==> src/rtl/lsu_pkg.sv <==
// Shared encodings for the load/store unit: funct3 codes, FSM states, lane-select widths
// and the request-qualification helpers used at acceptance.
package lsu_pkg;

  localparam logic [2:0] F3_B  = 3'd0;
  localparam logic [2:0] F3_H  = 3'd1;
  localparam logic [2:0] F3_W  = 3'd2;
  localparam logic [2:0] F3_BU = 3'd4;
  localparam logic [2:0] F3_HU = 3'd5;

  localparam int BYTE_SEL_W = 2;
  localparam int HALF_SEL_W = 1;

  typedef enum logic [2:0] {
    S_IDLE,
    S_RD_ISSUE,
    S_RD_WAIT,
    S_WR_ISSUE,
    S_RESP
  } lsu_state_e;

  typedef struct packed {
    logic       write;
    logic [2:0] funct3;
  } lsu_op_t;

  function automatic logic f3_unsupported(input logic write, input logic [2:0] f3);
    if (write) return (f3 > F3_W);
    return !(f3 == F3_B || f3 == F3_H || f3 == F3_W || f3 == F3_BU || f3 == F3_HU);
  endfunction

  function automatic logic misaligned(input logic [2:0] f3, input logic [BYTE_SEL_W-1:0] lo);
    case (f3[1:0])
      2'd1:    return lo[0];
      2'd2:    return (lo != '0);
      default: return 1'b0;
    endcase
  endfunction

endpackage

==> src/rtl/load_store_unit_if.sv <==
// Core-side request/response and data-memory bus of the load/store unit.
// master = core + memory environment, slave = the LSU.
interface load_store_unit_if #(
  parameter int ADDRSIZE = 5,
  parameter int WORDSIZE = 32
);
  logic                  reqValid;
  logic                  reqReady;
  logic                  reqWrite;
  logic [2:0]            reqFunct3;
  logic [ADDRSIZE+1:0]   reqAddr;
  logic [WORDSIZE-1:0]   reqWdata;

  logic                  respValid;
  logic [WORDSIZE-1:0]   respData;
  logic                  respErr;

  logic                  memRead;
  logic                  memWrite;
  logic [ADDRSIZE-1:0]   memAddress;
  logic [WORDSIZE-1:0]   memWriteData;
  logic [WORDSIZE-1:0]   memReadData;

  modport master (
    output reqValid, reqWrite, reqFunct3, reqAddr, reqWdata, memReadData,
    input  reqReady, respValid, respData, respErr,
           memRead, memWrite, memAddress, memWriteData
  );

  modport slave (
    input  reqValid, reqWrite, reqFunct3, reqAddr, reqWdata, memReadData,
    output reqReady, respValid, respData, respErr,
           memRead, memWrite, memAddress, memWriteData
  );
endinterface

==> src/rtl/lsu_align.sv <==
// Combinational lane logic: load extraction (sign/zero extend) and sub-word store merge
// into the word read back from memory.
module lsu_align
  import lsu_pkg::*;
#(
  parameter int WORDSIZE = 32
) (
  input  logic [2:0]            funct3,
  input  logic [BYTE_SEL_W-1:0] addr_lo,
  input  logic [WORDSIZE-1:0]   rdata,
  input  logic [WORDSIZE-1:0]   wdata,
  output logic [WORDSIZE-1:0]   load_data,
  output logic [WORDSIZE-1:0]   merge_data
);
  localparam int NUM_LANES = WORDSIZE / 8;

  logic [NUM_LANES-1:0][7:0] rd_lanes, st_lanes, mg_lanes;
  logic [NUM_LANES-1:0]      lane_we;
  logic [HALF_SEL_W-1:0]     half_sel;
  logic [7:0]                ld_byte;
  logic [15:0]               ld_half;

  assign rd_lanes = rdata;
  assign half_sel = addr_lo[BYTE_SEL_W-1 -: HALF_SEL_W];
  assign ld_byte  = rd_lanes[addr_lo];
  assign ld_half  = {rd_lanes[{half_sel, 1'b1}], rd_lanes[{half_sel, 1'b0}]};

  // Store data is replicated across lanes; lane_we picks which lanes replace the old word.
  for (genvar i = 0; i < NUM_LANES; i++) begin : g_lane
    assign lane_we[i]  = (funct3[1:0] == 2'd0) ? (addr_lo == BYTE_SEL_W'(i)) :
                         (funct3[1:0] == 2'd1) ? (half_sel == HALF_SEL_W'(i / 2)) : 1'b1;
    assign st_lanes[i] = (funct3[1:0] == 2'd0) ? wdata[7:0] :
                         (funct3[1:0] == 2'd1) ? wdata[8*(i%2) +: 8] : wdata[8*i +: 8];
    assign mg_lanes[i] = lane_we[i] ? st_lanes[i] : rd_lanes[i];
  end

  assign merge_data = mg_lanes;

  always_comb begin
    load_data = rdata;
    case (funct3)
      F3_B:    load_data = {{(WORDSIZE-8){ld_byte[7]}}, ld_byte};
      F3_BU:   load_data = {{(WORDSIZE-8){1'b0}}, ld_byte};
      F3_H:    load_data = {{(WORDSIZE-16){ld_half[15]}}, ld_half};
      F3_HU:   load_data = {{(WORDSIZE-16){1'b0}}, ld_half};
      default: ;
    endcase
  end

endmodule

==> src/rtl/load_store_unit.sv <==
// Single-outstanding load/store unit: RISC-V byte/half/word access with read-modify-write
// sub-word stores. Define LSU_MISALIGN_TRAP_EN to reject misaligned half/word accesses.
module load_store_unit
  import lsu_pkg::*;
#(
  parameter int ADDRSIZE = 5,
  parameter int WORDSIZE = 32
) (
  input logic              clk,
  input logic              rst_n,
  load_store_unit_if.slave bus
);
  lsu_state_e          state_q, state_d;
  lsu_op_t             op_q, op_d;
  logic [ADDRSIZE+1:0] addr_q, addr_d;
  logic [WORDSIZE-1:0] wr_data_q, wr_data_d;
  logic [WORDSIZE-1:0] resp_data_q, resp_data_d;
  logic                err_q, err_d;
  logic                req_err;
  logic [WORDSIZE-1:0] load_data, merge_data;

`ifdef LSU_MISALIGN_TRAP_EN
  assign req_err = f3_unsupported(bus.reqWrite, bus.reqFunct3) ||
                   misaligned(bus.reqFunct3, bus.reqAddr[1:0]);
`else
  assign req_err = f3_unsupported(bus.reqWrite, bus.reqFunct3);
`endif

  // wr_data_q holds the raw store data until RD_WAIT replaces it with the merged word.
  lsu_align #(.WORDSIZE(WORDSIZE)) u_align (
    .funct3     (op_q.funct3),
    .addr_lo    (addr_q[1:0]),
    .rdata      (bus.memReadData),
    .wdata      (wr_data_q),
    .load_data  (load_data),
    .merge_data (merge_data)
  );

  always_comb begin
    state_d     = state_q;
    op_d        = op_q;
    addr_d      = addr_q;
    wr_data_d   = wr_data_q;
    resp_data_d = resp_data_q;
    err_d       = err_q;
    case (state_q)
      S_IDLE: begin
        if (bus.reqValid) begin
          op_d        = '{write: bus.reqWrite, funct3: bus.reqFunct3};
          addr_d      = bus.reqAddr;
          wr_data_d   = bus.reqWdata;
          resp_data_d = '0;
          err_d       = req_err;
          if (req_err)                                   state_d = S_RESP;
          else if (bus.reqWrite && bus.reqFunct3 == F3_W) state_d = S_WR_ISSUE;
          else                                           state_d = S_RD_ISSUE;
        end
      end
      S_RD_ISSUE: state_d = S_RD_WAIT;
      S_RD_WAIT: begin
        if (op_q.write) begin
          wr_data_d = merge_data;
          state_d   = S_WR_ISSUE;
        end else begin
          resp_data_d = load_data;
          state_d     = S_RESP;
        end
      end
      S_WR_ISSUE: state_d = S_RESP;
      S_RESP:     state_d = S_IDLE;
      default:    state_d = S_IDLE;
    endcase
  end

  always_ff @(posedge clk or negedge rst_n) begin
    if (!rst_n) begin
      state_q     <= S_IDLE;
      op_q        <= '0;
      addr_q      <= '0;
      wr_data_q   <= '0;
      resp_data_q <= '0;
      err_q       <= 1'b0;
    end else begin
      state_q     <= state_d;
      op_q        <= op_d;
      addr_q      <= addr_d;
      wr_data_q   <= wr_data_d;
      resp_data_q <= resp_data_d;
      err_q       <= err_d;
    end
  end

  // Strobes decode straight from the state register so reset drops them asynchronously.
  assign bus.reqReady     = (state_q == S_IDLE);
  assign bus.respValid    = (state_q == S_RESP);
  assign bus.respErr      = (state_q == S_RESP) && err_q;
  assign bus.respData     = (state_q == S_RESP) ? resp_data_q : '0;
  assign bus.memRead      = (state_q == S_RD_ISSUE);
  assign bus.memWrite     = (state_q == S_WR_ISSUE);
  assign bus.memAddress   = addr_q[ADDRSIZE+1:2];
  assign bus.memWriteData = (state_q == S_WR_ISSUE) ? wr_data_q : '0;

endmodule
==> src/flat_wrapper.sv <==
// flat-port wrapper written by rule: the top's interface ports become plain ports
module load_store_unit_flat import lsu_pkg::*;
#(
  parameter int ADDRSIZE = 5,
  parameter int WORDSIZE = 32
)
  (clk, rst_n, bus_reqValid, bus_reqWrite, bus_reqFunct3, bus_reqAddr, bus_reqWdata, bus_memReadData, bus_reqReady, bus_respValid, bus_respData, bus_respErr, bus_memRead, bus_memWrite, bus_memAddress, bus_memWriteData);
  load_store_unit_if #(.ADDRSIZE(ADDRSIZE), .WORDSIZE(WORDSIZE)) bus_i ();
  input logic clk;
  input logic rst_n;
  input wire logic [$bits(bus_i.reqValid)-1:0] bus_reqValid;
  input wire logic [$bits(bus_i.reqWrite)-1:0] bus_reqWrite;
  input wire logic [$bits(bus_i.reqFunct3)-1:0] bus_reqFunct3;
  input wire logic [$bits(bus_i.reqAddr)-1:0] bus_reqAddr;
  input wire logic [$bits(bus_i.reqWdata)-1:0] bus_reqWdata;
  input wire logic [$bits(bus_i.memReadData)-1:0] bus_memReadData;
  output wire logic [$bits(bus_i.reqReady)-1:0] bus_reqReady;
  output wire logic [$bits(bus_i.respValid)-1:0] bus_respValid;
  output wire logic [$bits(bus_i.respData)-1:0] bus_respData;
  output wire logic [$bits(bus_i.respErr)-1:0] bus_respErr;
  output wire logic [$bits(bus_i.memRead)-1:0] bus_memRead;
  output wire logic [$bits(bus_i.memWrite)-1:0] bus_memWrite;
  output wire logic [$bits(bus_i.memAddress)-1:0] bus_memAddress;
  output wire logic [$bits(bus_i.memWriteData)-1:0] bus_memWriteData;
  assign bus_i.reqValid = bus_reqValid;
  assign bus_i.reqWrite = bus_reqWrite;
  assign bus_i.reqFunct3 = bus_reqFunct3;
  assign bus_i.reqAddr = bus_reqAddr;
  assign bus_i.reqWdata = bus_reqWdata;
  assign bus_i.memReadData = bus_memReadData;
  assign bus_reqReady = bus_i.reqReady;
  assign bus_respValid = bus_i.respValid;
  assign bus_respData = bus_i.respData;
  assign bus_respErr = bus_i.respErr;
  assign bus_memRead = bus_i.memRead;
  assign bus_memWrite = bus_i.memWrite;
  assign bus_memAddress = bus_i.memAddress;
  assign bus_memWriteData = bus_i.memWriteData;
  load_store_unit #(.ADDRSIZE(ADDRSIZE), .WORDSIZE(WORDSIZE)) u_core (.clk(clk), .rst_n(rst_n), .bus(bus_i));
endmodule
==> config.mk <==
export PLATFORM = sky130hd
export DESIGN_NAME = load_store_unit_flat
export DESIGN_NICKNAME = d
export VERILOG_FILES = /design/src/rtl/lsu_pkg.sv /design/src/rtl/load_store_unit_if.sv /design/src/rtl/lsu_align.sv /design/src/rtl/load_store_unit.sv /design/src/flat_wrapper.sv
export SDC_FILE = /design/constraint.sdc
export NUM_CORES = 1
export LEC_CHECK = 0
export CAP_MARGIN = 20
export CORE_ASPECT_RATIO = 0.5
export CORE_MARGIN = 3
export CORE_UTILIZATION = 30
export CTS_CLUSTER_DIAMETER = 120
export DETAILED_ROUTE_END_ITERATION = 8
export GPL_TIMING_DRIVEN = 0
export RECOVER_POWER = 100
export SETUP_SLACK_MARGIN = 0.1
export SYNTH_ARGS = -nofsm -noshare
export SYNTH_HDL_FRONTEND = slang
export SYNTH_HIERARCHICAL = 1
export SYNTH_SLANG_ARGS = --single-unit
==> constraint.sdc <==
create_clock -name clk -period 3.6 [get_ports clk]
set_clock_uncertainty 0.05 [all_clocks]
set_input_delay 1.08 -clock clk [delete_from_list [all_inputs] [get_ports clk]]
set_output_delay 1.08 -clock clk [all_outputs]
set_load 0.05 [all_outputs]
==> results of run 1 <==
## cells by family after synthesis
kind of cell / count (synthesis) / share of synthesized area
and+or+nand+nor: 164 / 0.156
AOI/OAI and AO/OA: 64 / 0.0822
muxes: 175 / 0.342
DFF: 79 / 0.346
buffers and inverters: 84 / 0.0746
## layer usage
metal | part of all wire | routed length, µm
met1 | 0.48 | 8960
met2 | 0.45 | 8420
met3 | 0.051 | 944
met4 | 0.012 | 228
met5 | 0 | 0
## through the flow
| step | TNS [ps] | setup slack [ps] | std cells | instance area [µm²] | hold slack [ps] |
|---|---|---|---|---|---|
| after global placement | -136540 | -1600 | 976 | 7560 | 402 |
| final | 0 | 144 | 993 | 7400 | 421 |
| after floorplan | 0 | 386 | 566 | 5720 | 391 |
| after global routing | 0 | 72.9 | 993 | 7400 | 437 |
| after CTS | 0 | 83.7 | 993 | 7910 | 426 |
| after detailed placement | -11690 | -466 | 977 | 7580 | 412 |
## report_power, final
part | switching [W] | leakage (nW) | internal, W
clock network | 0.000365 | 0.120 | 0.000457
logic | 0.00201 | 1.89 | 0.00180
registers | 0.000340 | 0.994 | 0.00131
## sequential cells by signal, summed over array words and instances (netlist names)
signal              cells
u_core/op_q             4
u_core/state_q          3
u_core/err_q            1
u_core/resp_data_q     32
u_core/wr_data_q       32
u_core/addr_q           7
## critical path, cell delays in order (launching register included)
cell,delay (ps)
dfrtp_1,480
buf_4,270
and3b_2,300
clkbuf_2,260
and2_1,200
clkbuf_1,480
## final timing paths
check / start / endpoint / cells after the start
max reg2reg: u_core/state_q[2] / u_core/wr_data_q[31] / 5
min: u_core/err_q / u_core/err_q / 2
max: u_core/state_q[1] / bus_memWriteData[7] / 5
max in group asynchronous: rst_n / u_core/resp_data_q[1] / 1
min reg2reg: u_core/err_q / u_core/err_q / 2
min in group asynchronous: rst_n / u_core/resp_data_q[19] / 1
## cell usage in the layout, fill, tap and decap left out, types with 2 or more instances in the layout
master,synthesis,layout
a21oi_1,2,4
a221o_1,7,7
a22oi_1,8,8
and2_1,65,65
buf_1,3,2
buf_2,10,8
buf_4,12,10
buf_6,5,4
clkbuf_1,17,85
clkbuf_16,0,9
clkbuf_2,0,5
clkdlybuf4s50_1,0,73
clkinv_2,0,2
clkinvlp_4,0,2
dfrtp_1,79,79
dlygate4sd2_1,0,2
dlygate4sd3_1,0,11
inv_1,35,35
mux2_1,0,7
mux2_2,115,115
mux2_4,12,5
mux2i_1,48,48
nand2_1,51,51
nand2b_1,3,3
nor2_1,11,11
nor2b_1,21,21
nor3b_1,3,2
o21ai_0,11,11
o21bai_2,2,2
o221ai_1,7,7
o22ai_1,18,18
or2_2,3,3
## area by class of cell
class / count / area (µm²)
clock buffers: 10 / 229
plain buffers: 48 / 256
clock inverters: 4 / 25.0
inverters: 36 / 135
repair buffers: 154 / 1160
multi-input cells: 403 / 3290
well taps: 259 / 324
flip-flops and latches: 79 / 1980
fillers: 1964 / 11200
## synthesized netlist by cell type, types with 2 or more instances
| master | n |
|---|---|
| mux2_2 | 115 |
| dfrtp_1 | 79 |
| and2_1 | 65 |
| nand2_1 | 51 |
| mux2i_1 | 48 |
| inv_1 | 35 |
| nor2b_1 | 21 |
| o22ai_1 | 18 |
| clkbuf_1 | 17 |
| buf_4 | 12 |
| mux2_4 | 12 |
| nor2_1 | 11 |
| o21ai_0 | 11 |
| buf_2 | 10 |
| a22oi_1 | 8 |
| a221o_1 | 7 |
| o221ai_1 | 7 |
| buf_6 | 5 |
| a21oi_2 | 3 |
| buf_1 | 3 |
| nand2b_1 | 3 |
| nor3b_1 | 3 |
| or2_2 | 3 |
| a21oi_1 | 2 |
| o21bai_2 | 2 |
## repair_timing
action / CTS / global route
setup buffers: 2 / 0
gates resized for setup: 161 / 33
hold buffers: 0 / 0
cloned: 0 / 0
endpoints found under the setup margin: 69 / 51
==> impl_metrics.json, run 1 <==
{
  "cts_tree": "built",
  "cp-start-kind": "register",
  "synthTopCellsByArea": "dfrtp_1 (35%), mux2_2 (23%), mux2i_1 (8.4%), and2_1 (7.1%), nand2_1 (3.3%)",
  "power_w": 0.00628,
  "synthDistinctLibCells": 40,
  "grt_pass1_wl_um": 28600,
  "clk_pin_slew_ps": 60,
  "cts_buffers": 9,
  "yosys.area.top_type_share": 0.346,
  "clk_latency_ps": 340,
  "drt-total-wl_um": 18600,
  "crit_arrival_ps": 2330,
  "io_buffer_count": 151,
  "critPathMaxFanout": 10,
  "grt_usage": 0.175,
  "hpwl_um": 14600,
  "first_pass_iters": 5,
  "powerDensity_nw_per_um2": 849,
  "yosysWarnings": 6,
  "diodes": 0,
  "syn2layout_area_growth_pct": 29.3,
  "coreArea_um2": 18600,
  "fin_crit_sh": 0.960,
  "power.leakage_nw": 3.00,
  "min_period_ps": 3460,
  "synthCells": 566,
  "die_w_um": 201,
  "initial_utilization": 0.308,
  "final_util": 0.398,
  "htreeDepth": 3,
  "postRouteAntennaNets": 0,
  "critPathRequiredTime_ps": 2470,
  "r2r_slack_ps": 1030,
  "cts-root-buf": "clkbuf_16",
  "pin_count": 152,
  "ir_worst_vdd_mv": 0.311,
  "cap_violations": 1,
  "yosysSeqAreaShare": 0.346,
  "place_congestion": 0.860,
  "fp.dieArea_um2": 20900,
  "async_reset_ff_frac": 1.00,
  "drtIter0Drc": 364,
  "syn-cell-area_um2": 5720,
  "grt_pass1_vias": 4753,
  "setup_violations": 0,
  "fp.dieH_um": 104,
  "grt_use_met3": 0.0330,
  "antenna_found_initial": 0,
  "vias": 4714,
  "ys_ff_latch": 79,
  "drive_gt1_frac": 0.237,
  "hold_viol": 0,
  "critPathKind": "reg -> out",
  "violations": "capacitance limit, slew limit",
  "grt.busiest_layer": "met2",
  "use_met1": 0.251,
  "status": "complete, but fails checks",
  "hold_class": "reg -> reg",
  "slew_violations": 37,
  "routed_via_density": 4.75,
  "nets": 809,
  "grt_max_degree": 44,
  "synth-edff-count": 0,
  "tightest_slew_ps": 2240,
  "grt_overflow": 0,
  "yosys.area.top_type": "dfrtp_1",
  "cts.sink_count": 79,
  "drc_errors": 0,
  "avgSynthCellArea_um2": 10.1,
  "clockBufferDepth": 2,
  "end_kind": "output port",
  "syn_nets": 644,
  "fmax_mhz": 289,
  "grt_use_met2": 0.275,
  "ys.flop_type": "dfrtp_1",
  "rows": 35,
  "rsz0062_at_grt": "false",
  "wl_per_cell_um": 18.7,
  "relSlewSlack": -0.492
}
Power figures use the tool's default switching activity.
==> run 2, diff against run 1 <==
--- a/config.mk
+++ b/config.mk
@@ -7,7 +7,7 @@
 export LEC_CHECK = 0
 export CAP_MARGIN = 20
 export CORE_ASPECT_RATIO = 0.5
-export CORE_MARGIN = 3
+export CORE_MARGIN = 2
 export CORE_UTILIZATION = 30
 export CTS_CLUSTER_DIAMETER = 120
 export DETAILED_ROUTE_END_ITERATION = 8
==> run 2 against run 1 <==
  * The run still ends with capacitance limit, slew limit left
  * Core utilization up 1.8 points
  * Sequential power about the same
  * Power up 3.2%
  * Routed wire length down 1.6%
  * Via count up 0.13%
  * Cell count unchanged
  * First-iteration DRC count down 41%
  * Cell area up 4.2%
  * Sequential cell count unchanged
  * Critical path depth unchanged
  * Die area down 2.9%
  * Critical path type unchanged
  * Critical endpoint is now bus_memWriteData[13]
==> impl_metrics.json, run 2 (same netlist as run 1, synthesis figures left out) <==
{
  "io_buffer_count": 151,
  "tightest_slew_ps": 2240,
  "htreeDepth": 3,
  "reg2reg_depth": 5,
  "die_w_um": 199,
  "cts_buffers": 9,
  "design_area_um2": 7710,
  "hpwl_um": 14400,
  "coreArea_um2": 18500,
  "setup_violations": 0,
  "grt_usage": 0.185,
  "status": "complete, but fails checks",
  "diodes": 0,
  "initial_utilization": 0.309,
  "power_frac_seq": 0.255,
  "cts.sink_count": 79,
  "hold_depth": 2,
  "place_congestion": 0.846,
  "critPathKind": "reg -> out",
  "reg_top3": "u_core/resp_data_q x32, u_core/wr_data_q x32, u_core/addr_q x7",
  "relSlewSlack": -0.493,
  "drc_errors": 0,
  "r2r-end": "u_core/wr_data_q[12]",
  "crit_arrival_ps": 2350,
  "cts_tree": "built",
  "vias": 4720,
  "holdPathEnd": "u_core/err_q",
  "power_frac_comb": 0.588,
  "rows": 35,
  "hold_viol": 0,
  "violations": "capacitance limit, slew limit",
  "crit_slowest_cell": "dfrtp_1",
  "min_period_ps": 3480,
  "post_cts_buffers": 0,
  "mostFrequentLayoutCell": "mux2_2",
  "cts_hold_buf": 0,
  "clk_latency_ps": 340,
  "end_kind": "output port",
  "cpPeakStageDelay_ps": 480,
  "fp.dieArea_um2": 20300,
  "grt_pass1_wl_um": 27800,
  "first_pass_iters": 7,
  "path_cells": "buf_4 > and3b_1 > clkbuf_2 > and2_0 > clkdlybuf4s15_2",
  "power.leakage_nw": 3.12,
  "syn2layout_area_growth_pct": 34.8,
  "dpl-instance-area_um2": 7580,
  "grt_max_degree": 43,
  "r2r_start": "u_core/state_q[2]",
  "cp-start-kind": "register",
  "cts-root-buf": "clkbuf_16",
  "slew_violations": 38,
  "drt-total-wl_um": 18300,
  "power.share.clock": 0.158,
  "drtIter0Drc": 214,
  "pin_count": 152,
  "grt_pass1_vias": 4669,
  "r2r_slack_ps": 1030,
  "crit_path_start": "u_core/state_q[1]",
  "p_int_w": 0.00375,
  "hold_class": "reg -> reg",
  "ir_worst_vdd_mv": 0.314,
  "antenna_found_initial": 0,
  "fmax_mhz": 288,
  "layout_common_cells": "mux2_2 (115), dfrtp_1 (79), clkdlybuf4s50_1 (73)",
  "critPathMaxFanout": 10,
  "routed_via_density": 4.75,
  "drive_gt1_frac": 0.282,
  "fin_crit_sh": 0.966,
  "cap_violations": 1,
  "clk_pin_slew_ps": 60,
  "powerDensity_nw_per_um2": 841,
  "nets": 807,
  "min-delay-start": "u_core/err_q",
  "switching_share": 0.421,
  "critPathRequiredTime_ps": 2470,
  "wl_per_cell_um": 18.4,
  "postRouteAntennaNets": 0,
  "clockBufferDepth": 2,
  "fp.dieH_um": 102,
  "rsz0062_at_grt": "true",
  "grt_overflow": 0,
  "p_sw_w": 0.00273,
  "final_util": 0.416
}
## run 2: changes by cell type in the layout (fill, tap and decap cells not counted), sizes merged
cell           previous run  this run
dlygate4sd2               2         8
clkdlybuf4s18             0         1
bufinv                    0         2
clkdlybuf4s25             0         1
clkdlybuf4s15             2        30
clkinv                    2         1
buf                      25        23
dlygate4sd3              11        10
clkbuf                   99        64
inv                      36        37
## run 2: worst max path at each step
| stage | to | cells after the start |
|---|---|---|
| 2_1_floorplan | bus_respData[22] | 4 |
| 3_3_place_gp | u_core/resp_data_q[16] | 1 |
| 3_5_place_dp | bus_respData[27] | 5 |
| 4_1_cts | bus_respData[10] | 5 |
| 5_1_grt | bus_memRead | 4 |
| 6_report | bus_memWriteData[13] | 5 |
## run 2: layout make-up
cell class,instances,area (µm²)
repair buffers,152,1400
well taps,259,324
flip-flops and latches,79,1980
multi-input cells,403,3290
clock buffers,10,239
inverters,36,135
fillers,1854,10800
clock inverters,6,92.6
plain buffers,48,255
## run 2: power groups by stage
stage	registers, W	logic (W)	clock network, W
detailed placement	0.00166	0.00394	0
finish	0.00165	0.00381	0.00102
floorplan	0.00152	0.00305	0
global placement	0.00165	0.00388	0
global route	0.00171	0.00411	0.00108
CTS	0.00165	0.00394	0.00104
## run 2: routing by layer
metal,track usage,routed length (µm),up-vias
li1,-,-,2281
met1,0.263,8980,2295
met2,0.293,8190,128
met3,0.0333,878,16
met4,0.0402,210,0
met5,0,0,-
## run 2: repair_timing
item                                    CTS  global route
endpoints found under the hold margin     0             0
gates resized for setup                 174            25
endpoints found under the setup margin   69            62
## run 2: per-stage QoR
stage               total power [W]  hold slack [ps]  setup WS (ps)  std cells  setup TNS, ps
floorplan                   0.00457              391            386        566              0
global placement            0.00553              405          -1610        976        -133500
detailed placement          0.00560              420           -332        977          -7840
CTS                         0.00663              437            102        993              0
global route                0.00690              458           36.7        993              0
finish                      0.00648              433            124        993              0
## run 2: critical path: cells and delay by family (launching register included)
family	cells	cell delay, ps
buffers and inverters	3	960
DFF	1	480
and+or+nand+nor	2	560
